==> src/rtl/fifo_two_depth_serializer_rd_pkg.sv <==
// Shared definitions for the FIFO read-side serializer: FSM state encoding and counter width.
package fifo_two_depth_serializer_rd_pkg;

  typedef enum logic {
    ST_IDLE = 1'b0,
    ST_SEND = 1'b1
  } state_t;

  localparam int WORD_CNT_W = 16;

endpackage

==> src/rtl/fifo_two_depth_serializer_rd.sv <==
// Pops words from the 2-deep FIFO and streams each as LSB-first narrow beats on valid/ready.
// Optional build macro FIFO_RD_PARITY_EN adds an even-parity output for each beat.
module fifo_two_depth_serializer_rd
  import fifo_two_depth_serializer_rd_pkg::*;
#(
  parameter int FIFO_DATA_WIDTH = 32,
  parameter int BEAT_WIDTH      = 8
) (
  input  logic                       clk,
  input  logic                       reset_n,
  input  logic                       fifo_empty_i,
  input  logic [FIFO_DATA_WIDTH-1:0] fifo_rdata_i,
  output logic                       fifo_rden_o,
  output logic                       beat_valid_o,
  input  logic                       beat_ready_i,
  output logic [BEAT_WIDTH-1:0]      beat_data_o,
  output logic                       beat_last_o,
  output logic                       busy_o,
  output logic [WORD_CNT_W-1:0]      word_cnt_o
`ifdef FIFO_RD_PARITY_EN
  ,
  output logic                       beat_parity_o
`endif
);

  localparam int BEATS      = FIFO_DATA_WIDTH / BEAT_WIDTH;
  localparam int BEAT_CNT_W = $clog2(BEATS);

  if ((FIFO_DATA_WIDTH % BEAT_WIDTH) != 0 || BEATS < 2) begin : g_bad_cfg
    $error("fifo_two_depth_serializer_rd: BEAT_WIDTH must divide FIFO_DATA_WIDTH into >= 2 beats");
  end

  state_t                   state, state_nxt;
  logic [FIFO_DATA_WIDTH-1:0] shift;
  logic [BEAT_CNT_W-1:0]    beat_cnt;
  logic [WORD_CNT_W-1:0]    word_cnt;
  logic                     last_beat;
  logic                     accept;
  logic                     load;

  // NOTE: every signal assigned here gets a default first so no path leaves it
  // unassigned; otherwise synthesis would infer a latch to hold the old value.
  always_comb begin
    state_nxt    = state;
    last_beat    = (beat_cnt == BEAT_CNT_W'(BEATS - 1));
    beat_valid_o = (state == ST_SEND);
    beat_last_o  = beat_valid_o && last_beat;
    beat_data_o  = beat_valid_o ? shift[BEAT_WIDTH-1:0] : '0;
    accept       = beat_valid_o && beat_ready_i;
    // Reload on the last-beat handshake keeps words back-to-back with no idle cycle.
    load         = !fifo_empty_i && ((state == ST_IDLE) || (accept && last_beat));

    case (state)
      ST_IDLE: if (load) state_nxt = ST_SEND;
      ST_SEND: if (accept && last_beat) state_nxt = load ? ST_SEND : ST_IDLE;
      default: state_nxt = ST_IDLE;
    endcase
  end

  assign fifo_rden_o = load;
  assign busy_o      = (state == ST_SEND);
  assign word_cnt_o  = word_cnt;

`ifdef FIFO_RD_PARITY_EN
  assign beat_parity_o = ^beat_data_o;
`endif

  // NOTE: registers use non-blocking assignments so every flop samples the
  // pre-edge values of its neighbours, independent of block evaluation order.
  always_ff @(posedge clk or negedge reset_n) begin
    if (!reset_n) state <= ST_IDLE;
    else          state <= state_nxt;
  end

  always_ff @(posedge clk or negedge reset_n) begin
    if (!reset_n) begin
      shift    <= '0;
      beat_cnt <= '0;
      word_cnt <= '0;
    end else begin
      if (load) begin
        shift    <= fifo_rdata_i;
        beat_cnt <= '0;
      end else if (accept && !last_beat) begin
        shift    <= shift >> BEAT_WIDTH;
        beat_cnt <= beat_cnt + BEAT_CNT_W'(1);
      end
      if (accept && last_beat) word_cnt <= word_cnt + WORD_CNT_W'(1);
    end
  end

endmodule

==> config.mk <==
export PLATFORM = sky130hd
export DESIGN_NAME = fifo_two_depth_serializer_rd
export DESIGN_NICKNAME = d
export VERILOG_FILES = /design/src/rtl/fifo_two_depth_serializer_rd_pkg.sv /design/src/rtl/fifo_two_depth_serializer_rd.sv
export SDC_FILE = /design/constraint.sdc
export NUM_CORES = 1
export LEC_CHECK = 0
export CAP_MARGIN = 10
export CORE_MARGIN = 4
export CORE_UTILIZATION = 43
export CTS_CLUSTER_DIAMETER = 50
export CTS_CLUSTER_SIZE = 10
export DETAILED_ROUTE_END_ITERATION = 10
export HOLD_SLACK_MARGIN = 0.1
export PLACE_DENSITY_LB_ADDON = 0.1
export SLEW_MARGIN = 30
export SYNTH_ARGS = -nofsm -noshare
export SYNTH_HDL_FRONTEND = slang
export SYNTH_SLANG_ARGS = --single-unit
==> constraint.sdc <==
create_clock -name clk -period 1.5 [get_ports clk]
set_clock_uncertainty 0.1 [all_clocks]
set_input_delay 0.3 -clock clk [delete_from_list [all_inputs] [get_ports clk]]
set_output_delay 0.3 -clock clk [all_outputs]
set_load 0.03 [all_outputs]
Word level (Yosys, flattened, before mapping)
Index checks and enable logic that the tools add are counted.
{"block": "classes", "n_addsub": 2, "eq_ne": 1, "mux": 8, "bitwise": 1, "n_reduce_logical": 9}
{"operator": "32-bit 2-to-1 mux", "n": 2}
{"operator": "16-bit by 1-bit adder with 16-bit output, second input constant", "n": 1}
{"operator": "8-bit 2-to-1 mux", "n": 1}
{"operator": "1-bit logical AND", "n": 5}
{"operator": "2-bit 2-to-1 mux", "n": 2}
{"operator": "2-bit by 1-bit adder with 2-bit output, second input constant", "n": 1}
{"operator": "2-bit == test, second input constant", "n": 1}
{"operator": "1-bit logical NOT", "n": 2}
{"operator": "1-bit 2-to-1 mux", "n": 2}
{"operator": "1-bit one-hot mux with 2 select lines", "n": 1}
{"operator": "2-bit nonzero test", "n": 1}
{"operator": "1-bit logical OR", "n": 1}
{"operator": "1-bit inverter", "n": 1}
{"block": "word_totals", "register_bits": 51, "in_bits": 36, "output_inout_bits": 28, "elab_cells": 25}

Depth between registers and ports, before layout
{"block": "depth", "word_depth": 7, "ltp_mapped": 6}

Least setup slack after synthesis
OpenSTA, ideal clock, no wires.
{"block": "synth_timing", "path_type": "reg2reg", "start": "register beat_cnt[0]", "end": "register shift[0]", "setup_ps": 121, "t_arrival_ps": 1419, "t_required_ps": 1279, "path_slack_ps": -140, "path_stages_with_launch": 7, "cell_sequence": "dfrtp_1 -> ha_1 -> nand2b_1 -> a22o_1 -> clkbuf_1 -> a22oi_1 -> nand2_1"}
{"block": "synth_via", "elab_chain_cells": 5}
{"item": "start, declared", "line_no": "fifo_two_depth_serializer_rd.sv:35", "text": "logic [BEAT_CNT_W-1:0] beat_cnt;"}
{"item": "start signal, assigned", "line_no": "fifo_two_depth_serializer_rd.sv:86", "text": "beat_cnt <= beat_cnt + BEAT_CNT_W'(1);"}
{"item": "2-bit == test *", "line_no": "fifo_two_depth_serializer_rd.sv:45", "text": "last_beat = (beat_cnt == BEAT_CNT_W'(BEATS - 1));"}
{"item": "1-bit logical AND", "line_no": "fifo_two_depth_serializer_rd.sv:51", "text": "load = !fifo_empty_i && ((state == ST_IDLE) || (accept && last_beat));"}
{"item": "1-bit logical OR", "line_no": "fifo_two_depth_serializer_rd.sv:51"}
{"item": "1-bit logical AND", "line_no": "fifo_two_depth_serializer_rd.sv:51"}
{"item": "32-bit 2-to-1 mux / 2-bit nonzero test (equally long branches)"}
{"item": "end signal, assigned", "line_no": "fifo_two_depth_serializer_rd.sv:82", "text": "shift <= fifo_rdata_i;"}
{"item": "end signal, assigned", "line_no": "fifo_two_depth_serializer_rd.sv:85", "text": "shift <= shift >> BEAT_WIDTH;"}
{"item": "end, declared", "line_no": "fifo_two_depth_serializer_rd.sv:34", "text": "logic [FIFO_DATA_WIDTH-1:0] shift;"}
Every way passes the cells marked *; elsewhere a longest branch is shown, timed or not.
A chain may end at the register's enable or synchronous reset.

Worst setup path after layout
{"block": "layout_timing", "start": "register beat_cnt[0]", "end": "output port beat_last_o"}
{"block": "layout_via", "elab_chain_cells": 2}
{"item": "2-bit == test", "line_no": "fifo_two_depth_serializer_rd.sv:45"}
{"item": "1-bit logical AND", "line_no": "fifo_two_depth_serializer_rd.sv:47", "text": "beat_last_o = beat_valid_o && last_beat;"}
{"item": "end, declared", "line_no": "fifo_two_depth_serializer_rd.sv:17", "text": "output logic beat_last_o,"}
Every way passes these cells.

==> results.py <==
metrics = {
    "timing": {
        "worst_pin_slew_ns": 0.301,
        "max_freq_ghz": 0.590,
        "finalHoldViolCount": 0,
        "relSlewSlack_pct": 80.0,
        "drv_slew": 0,
        "fin_crit_ns": 1.70,
        "setup_violations": 32,
        "layout_setup_ws_ns": -0.195,
        "finalCritPeriodShare_pct": 113,
        "rsz0062_at_grt": "true",
    },
    "placement": {
        "postPlaceCellArea_um2": 3240,
        "dp_cells": 376,
        "gp_congestion": 0.841,
        "dp_slack_ns": -0.392,
        "numPortBuffers": 63,
        "hpwl_mm": 3.76,
    },
    "yosys": {
        "synth_warnings": 0,
        "avgSynthCellArea_um2": 10.2,
        "syn_nets": 268,
        "synth.distinct_cells": 32,
        "synthCells": 230,
        "ys_ff_latch": 51,
        "synth_flop_cell": "dfrtp_1",
        "yosysSeqAreaShare_pct": 54.6,
        "synth_area_um2": 2340,
        "synthArstFlopShare_pct": 100,
        "synth-edff-count": 0,
    },
    "power": {
        "power_frac_comb_pct": 44.9,
        "power.leakage_nw": 1.68,
        "fin_total_pwr_mw": 5.08,
        "irDropWorstVdd_uv": 934,
        "power.switching_mw": 1.81,
        "power_density_nw_per_um2": 1400,
        "pwr-share-clk_pct": 14.9,
        "p_seq_share_pct": 40.2,
        "p_int_mw": 3.27,
        "p_sw_share_pct": 35.6,
    },
    "global_routing": {
        "track_usage_pct": 18.0,
        "antenna_found_initial": 0,
        "grt_remaining_overflow": 0,
        "grt_pass1_vias": 1949,
        "grt_max_degree": 42,
        "grt_pass1_wl_mm": 9.07,
    },
    "clock_network": {
        "root_buffer": "clkbuf_8",
        "clock-sinks": 51,
        "clk_latency_ns": 0.30,
        "numCtsBuffers": 5,
        "tritoncts": "yes",
        "clkTransAtPathRegs_ns": 0.09,
        "clockBufferDepth": 2,
        "cts_max_level": 2,
    },
    "cells_and_area": {
        "utilization_pct": 69.5,
        "drive_gt1_share_pct": 35.8,
        "register_area_um2": 1290,
        "fin_nets": 361,
        "num_antenna_cells": 0,
        "instances_no_fill": 394,
        "nFillCells": 420,
        "final_area_um2": 3620,
        "multiInputGateArea_um2": 1140,
        "area_delta_synth_final_pct": 54.7,
    },
    "floorplanning": {
        "core_area_um2": 5200,
        "die_h_um": 81.7,
        "die_x_um": 81.7,
        "rows": 26,
        "num_io_pins": 64,
        "dieArea_um2": 6680,
        "initial_core_util_pct": 44.9,
    },
    "drt": {
        "ant_nets": 0,
        "drc_errors": 0,
        "wl_mm": 5.67,
        "firstDrtPassIters": 4,
        "vias_per_cell": 4.87,
        "via_count": 1917,
        "drt_iter0_drc": 106,
        "routedWlPerCell_um": 14.4,
    },
    "worst_setup_path": {
        "path_buf_inv": 2,
        "slowest_stage": "dfrtp_1",
        "path_cells": "ha_4, buf_4, and2_4, buf_6",
        "worst-path-max-fanout": 5,
        "cp.required_ns": 1.10,
        "max_stage_delay_ns": 0.42,
        "path_class": "register to output pin",
        "worst_path_dominant_cell_family": "flip-flops",
        "worstSetupStartpointType": "register",
        "critPathCaptureType": "output pin",
        "cp.arrival_ns": 1.30,
    },
    "hold_path": {
        "hold_class": "input port to asynchronous set/reset pin",
    },
    "outcome": {
        "status": "complete, but fails checks",
        "violations": "setup timing",
    },
    "job": {
        "maxCapViolCount": 0,
    },
}
## per-stage QoR
stage	hold slack (ns)	setup TNS, ns
floorplan	-0.0956	-0.0613
global placement	0.0914	-12.79
detailed placement	0.0965	-13.92
CTS	0.303	-2.91
global route	0.309	-5.57
finish	0.298	-2.34
## flip-flops by register name (all words and copies together), names as in the netlist
register and cells:
word_cnt_o 16, beat_cnt 2, shift 32, beat_valid_o 1
## Yosys cell counts, drive strengths merged (5+ instances only)
cell type / number / area, um2
nand2: 67 / 251
dfrtp: 51 / 1280
o21ai: 17 / 85.1
a22oi: 15 / 113
xnor2: 10 / 87.6
and2: 9 / 56.3
mux2i: 9 / 90.1
buf: 7 / 56.3
xor2: 6 / 52.6
clkbuf: 5 / 18.8
nor3: 5 / 40.0
## path summary, 6_finish.rpt
check,from,endpoint,slack (ns),cells past startpoint
setup / recovery,beat_cnt[0]$_DFFE_PN0P_,beat_last_o,-0.20,4
hold / removal,reset_n,word_cnt_o[0]$_DFFE_PN0P_,0.30,2
setup reg to reg,beat_cnt[0]$_DFFE_PN0P_,word_cnt_o[14]$_DFFE_PN0P_,-0.09,5
hold reg to reg,shift[30]$_DFFE_PN0P_,shift[22]$_DFFE_PN0P_,0.37,2
max in group asynchronous,reset_n,word_cnt_o[10]$_DFFE_PN0P_,0.49,3
min in group clk,shift[30]$_DFFE_PN0P_,shift[22]$_DFFE_PN0P_,0.37,2
## final cells by class
cell class | instances | share of cell area, %
clock buffers | 8 | 2.21
inverters | 4 | 0.415
multi-input cells | 163 | 31.6
flip-flops and latches | 51 | 35.5
well taps | 70 | 2.42
repair buffers | 98 | 27.8
## worst register-to-register path, stage by stage, from the launching register on
cell and delay, ns:
dfrtp_1 0.40, ha_4 0.18, and3_2 0.26, nand4_4 0.18
nand2b_1 0.23, xnor2_1 0.14
## per-layer routing
layer,track usage [%],part of all wire [%],up-vias
met5,0,0,-
met4,4.98,1.1,0
met3,3.84,4.6,6
met2,29.9,50,38
met1,23.8,44,915
li1,-,-,958
## power by group through the flow
stage,combinational [mW],sequential (mW),clock [mW]
floorplan,1.09,2.11,0
global placement,1.85,2.03,0
detailed placement,1.89,2.04,0
CTS,2.06,2.03,0.772
global route,2.47,2.10,0.839
finish,2.28,2.04,0.759
## timing repair
action	CTS	global route
pin swaps	5	4
hold buffers	1	0
gates resized for setup	29	44
setup endpoints to repair	42	60
hold endpoints to repair	51	0
cloned	2	1
buffers inserted	1	5
## kinds of logic after synthesis
family,after synthesis,synth area share (%)
xor+xnor,16,5.99
simple gates,100,20.8
mux,10,4.33
flops,51,54.6
buf+inv,16,3.85
compound gates,35,9.42
fa+ha+maj,2,1.07
## layout by cell type, fill, tap and decap left out, types with 2 or more instances in the layout
cell type	synthesis	final
nand2_1	67	65
dfrtp_1	51	43
clkdlybuf4s50_1	0	34
buf_4	1	29
a22oi_2	0	15
buf_6	3	15
o21ai_0	17	12
xnor2_1	10	10
and2_4	0	9
mux2i_1	9	9
dfrtp_2	0	8
xor2_1	6	6
o21ai_1	0	5
nor3_2	3	5
clkbuf_8	0	5
buf_12	0	5
inv_1	4	4
clkbuf_2	0	4
clkbuf_1	5	3
clkdlybuf4s15_1	0	3
nand2_2	0	2
nor2_2	1	2
nand2b_1	2	2
and3_1	3	2
nand3_1	2	2
nor2_1	3	2
buf_16	0	2
Note: power is estimated with default switching activity, not from simulation.
